<file path="config.mk">
export PLATFORM = sky130hd
export DESIGN_NAME = sequential_divider
export DESIGN_NICKNAME = d
export VERILOG_FILES = /design/src/rtl/sequential_divider.sv
export SDC_FILE = /design/constraint.sdc
export NUM_CORES = 1
export LEC_CHECK = 0
export BUFFER_PORTS_ARGS = -buffer_cell sky130_fd_sc_hd__buf_4
export CAP_MARGIN = 20
export CORE_MARGIN = 1.5
export CORE_UTILIZATION = 56
export CTS_BUF_LIST = sky130_fd_sc_hd__clkbuf_8
export CTS_CLUSTER_DIAMETER = 80
export DETAILED_ROUTE_END_ITERATION = 10
export PLACE_DENSITY = 0.92
export SKIP_LAST_GASP = 1
export SLEW_MARGIN = 20
export SYNTH_ARGS = -nofsm -noshare
export SYNTH_HDL_FRONTEND = slang
export SYNTH_SLANG_ARGS = --single-unit
</file>
<file path="constraint.sdc">
create_clock -name clk -period 2.2 [get_ports clk]
set_input_delay 0.11 -clock clk [delete_from_list [all_inputs] [get_ports clk]]
set_output_delay 0.11 -clock clk [all_outputs]
set_load 0.01 [all_outputs]
</file>
<file path="src/rtl/sequential_divider.sv">
// Multi-cycle restoring divider: 2*WIDTH-bit dividend by WIDTH-bit divisor,
// one quotient bit per clock, start/ready/done handshake.
module sequential_divider #(
    parameter int WIDTH = 4
) (
    input  logic               clk,
    input  logic               rst,
    input  logic               start,
    input  logic [2*WIDTH-1:0] dividend,
    input  logic [WIDTH-1:0]   divisor,
    output logic               ready,
    output logic               done,
    output logic               divzero,
    output logic [2*WIDTH-1:0] quotient,
    output logic [WIDTH-1:0]   remainder
);

    localparam int DW    = 2 * WIDTH;
    localparam int CNT_W = $clog2(DW);

    localparam logic [1:0] ST_IDLE = 2'd0;
    localparam logic [1:0] ST_BUSY = 2'd1;
    localparam logic [1:0] ST_DONE = 2'd2;

    logic [1:0]       state;
    logic [DW-1:0]    shreg;
    logic [WIDTH-1:0] partial;
    logic [WIDTH-1:0] divisor_q;
    logic [CNT_W-1:0] count;
    logic [WIDTH:0]   step;
    logic             step_qbit;
    logic [WIDTH-1:0] step_rem;

    // One restoring step; the trial value needs WIDTH+1 bits because the
    // shifted partial remainder can momentarily exceed WIDTH bits.
    // Returns {quotient bit, new partial remainder}.
    function automatic logic [WIDTH:0] restore_step(
        input logic [WIDTH-1:0] part,
        input logic             msb,
        input logic [WIDTH-1:0] dvs
    );
        logic [WIDTH:0] p;
        p = {part, msb};
        if (p >= {1'b0, dvs}) begin
            p = p - {1'b0, dvs};
            return {1'b1, p[WIDTH-1:0]};
        end
        return {1'b0, p[WIDTH-1:0]};
    endfunction

    assign step      = restore_step(partial, shreg[DW-1], divisor_q);
    assign step_qbit = step[WIDTH];
    assign step_rem  = step[WIDTH-1:0];
    assign ready     = (state != ST_BUSY);

    always_ff @(posedge clk) begin
        if (rst) begin
            state     <= ST_IDLE;
            done      <= 1'b0;
            divzero   <= 1'b0;
            quotient  <= '0;
            remainder <= '0;
            count     <= '0;
            shreg     <= '0;
            partial   <= '0;
            divisor_q <= '0;
        end else begin
            case (state)
                ST_IDLE, ST_DONE: begin
                    if (start) begin
                        if (divisor == '0) begin
                            // Division by zero resolves immediately with a saturated quotient.
                            state     <= ST_DONE;
                            done      <= 1'b1;
                            divzero   <= 1'b1;
                            quotient  <= '1;
                            remainder <= '0;
                        end else begin
                            state     <= ST_BUSY;
                            done      <= 1'b0;
                            divzero   <= 1'b0;
                            shreg     <= dividend;
                            partial   <= '0;
                            divisor_q <= divisor;
                            count     <= '0;
                        end
                    end
                end
                ST_BUSY: begin
                    // Dividend bits leave at the MSB while quotient bits enter at the LSB.
                    shreg   <= {shreg[DW-2:0], step_qbit};
                    partial <= step_rem;
                    count   <= count + 1'b1;
                    if (count == CNT_W'(DW - 1)) begin
                        state     <= ST_DONE;
                        done      <= 1'b1;
                        quotient  <= {shreg[DW-2:0], step_qbit};
                        remainder <= step_rem;
                    end
                end
                default: state <= ST_IDLE;
            endcase
        end
    end

endmodule
</file>
==> out/results.tsv <==
metric	value	unit
final setup violation count	0	
Reg2Reg Depth	7	
main area contributors after synthesis	dfxtp_1 (44%), nand2_1 (8.8%), nor2_1 (7.8%)	
GR Util met1	29.14	%
Stages on worst setup path	7	
RSZ-0062 raised after global routing	no	
# hold bufs at CTS	0	
io pins	30	
Pins Over Slew Limit	0	
vias after detailed routing	1390	
vias in the first global route	1255	
vias per inst	5.516	
Setup CP Type	reg -> reg	
Post-Layout Inst Area	1937	µm²
Unique masters post-synth	33	
Slew headroom	62.67	%
CTS resizes	0	
Max Clk Rate	498.2	MHz
Synth top cells by count	nand2_1 (37), dfxtp_1 (35), nor2_1 (33), a21oi_1 (14), a211oi_1 (11)	
H-Tree Depth	2	
clk_lat worst skew	290	ps
Tmin final	2007	ps
top-area cell type share of the netlist area	44.34	%
Clock Path Buffers	2	
die height	56.12	µm
Max stage delay cell, worst path	a2111oi_4	
root cell of the clock tree	clkbuf_8	
Final #Nets	242	
initial core utilization	58.31	%
TritonCTS Buffers	5	
share of cells above drive strength 1	21.72	%
first-pass GRT wire length	5.575	mm
chip width	56.12	µm
TritonCTS sink count	35	
critical path capture point type	flip-flop	
WP data arrival	2220	ps
Lkg Pwr	0.0008022	µW
synthesized area	1580	µm²
Reg clk slew, reported paths	70	ps
critical path, cell by cell	inv_1 > ha_1 > nand2b_1 > a2111oi_4 > nor2_2 > mux2_4 > a211oi_2	
cell count after synthesis	191	
DIE AREA	3149	µm²
Final WS setup	192.8	ps
status	complete, no violations	
drt total wl	3.256	mm
Iter 0 DRT Violations	42	
Tightest Hold Check Type	in -> reg	
Most Crowded Layer GR	met2	
Detail Placement HPWL	2.234	mm
Synth area leader	dfxtp_1	
global routing usage on met2	36.47	%
DP Area	1824	µm²
DR pass1 iterations	4	
critical path fanouts, max	4	
Startpoint Class	flip-flop	
largest net degree at the start of global routing	36	
GRT Util Overall	22.82	%
power per cell area	785.3	nW/µm²
crit-path leading delay family	compound AO/OA/AOI/OAI gates	
Fin. Hold Viols	0	
Avg Inst Size Synth	8.274	µm²
period utilization	91.23	%
Seq cells post-synth	35	
MaxCap Viol Count	0	
routability cong.	0.8250	
critical path's largest stage delay	390	ps
CP Buf/Inv Count	1	
data required time at the worst endpoint	2420	ps
TNS Setup	0	ps
postcts setup bufs	0	
Async S/R FF share, synth	0	%
DRC Markers	0	
# diodes	0	
fill count	222	
Detail Route Antenna Nets	0	
Hold Crit Depth	3	
sequential fraction of the synthesis area	44.34	%
Post-synth top flop	dfxtp_1	
peak supply drop	0.8074	mV
Slew @ Worst Pin	559.9	ps
gr ovfl total	0	
Yosys warning count	0	
Worst Skew	6.409	ps
Area Growth Syn to Fin	22.57	%
Routed wire per std cell	12.92	µm
Post-synth EDFFs	0	
dpl ws	223.9	ps
met3 GRT Util	4.884	%
TritonCTS clock tree	yes	
Std-Cell Core Area	2710	µm²
row count	19	
count leader, synth	nand2_1	
syn_nets	213	
PortBufs	29	
initial antenna violation count	0	
[cells by family (layout without fill, tap and decap cells)]
group                      count (synthesis)  in the layout  share of synthesized area [%]
muxes                                      3              3                          2.217
and+or+nand+nor                           86             86                          23.12
DFF                                       35             35                          44.34
xor gates and xnor gates                   1              1                         0.5543
AOI/OAI and AO/OA                         41             41                          19.16
adders and majority gates                  7              7                          6.017
buffers and inverters                     18             48                          4.592
[stage by stage]
step | instances | util (%) | power (µW) | hold slack, ps
floorplan | 191 | - | 882.4 | 246.0
detailed placement | 244 | 67.31 | 955.9 | 379.0
CTS | 252 | 71.47 | 1524 | 72.62
global placement | 244 | 67.31 | 948.8 | 374.8
finish | 252 | 71.47 | 1521 | 75.22
global route | 252 | 71.47 | 1593 | 87.39
[registers in the layout (all words and copies together) (netlist names)]
name       flops
divisor_q      4
partial        4
state          2
count          3
shreg          8
quotient       8
done           1
divzero        1
remainder      4
[layer usage]
| layer | part of all wire [%] | up-vias |
|---|---|---|
| met1 | 45 | 634 |
| li1 | - | 719 |
| met3 | 3.6 | 7 |
| met5 | 0 | - |
| met2 | 49 | 30 |
| met4 | 2.1 | 0 |
[placed cells by master, fill, tap and decap left out, drive strengths merged, types with 3 or more instances in the layout]
cell type  instances
nor2              34
a21oi             14
a311oi             9
a211oi            12
nand2             37
buf               34
inv                6
clkbuf             5
nand2b             3
ha                 6
dfxtp             35
[area by class of cell]
class	count	area [µm²]	share of cell area (%)
clock buffer	5	68.82	3.553
clock inverter	3	43.79	2.261
inverter	6	22.52	1.163
multi-input combinational	138	807.0	41.67
sequential	35	700.7	36.18
tap	31	38.79	2.003
timing repair buffer	34	255.2	13.18
[worst min-delay path: stages]
cell,delay [ps]
buf_4,110
nand2_1,50
a21oi_1,50
[power breakdown]
part / total [µW] / internal (µW) / switching, µW
clock network: 574 / 337 / 237
registers: 690 / 669 / 20.6
logic: 257 / 112 / 145
[worst paths after layout]
kind | start | end | slack, ps
max | shreg[7] | remainder[2] | 190
min | divisor[2] | divisor_q[2] | 80
max reg2reg | shreg[7] | remainder[2] | 190
min reg2reg | divisor_q[2] | divisor_q[2] | 460
No activity file was read; power rests on OpenSTA's default activity.
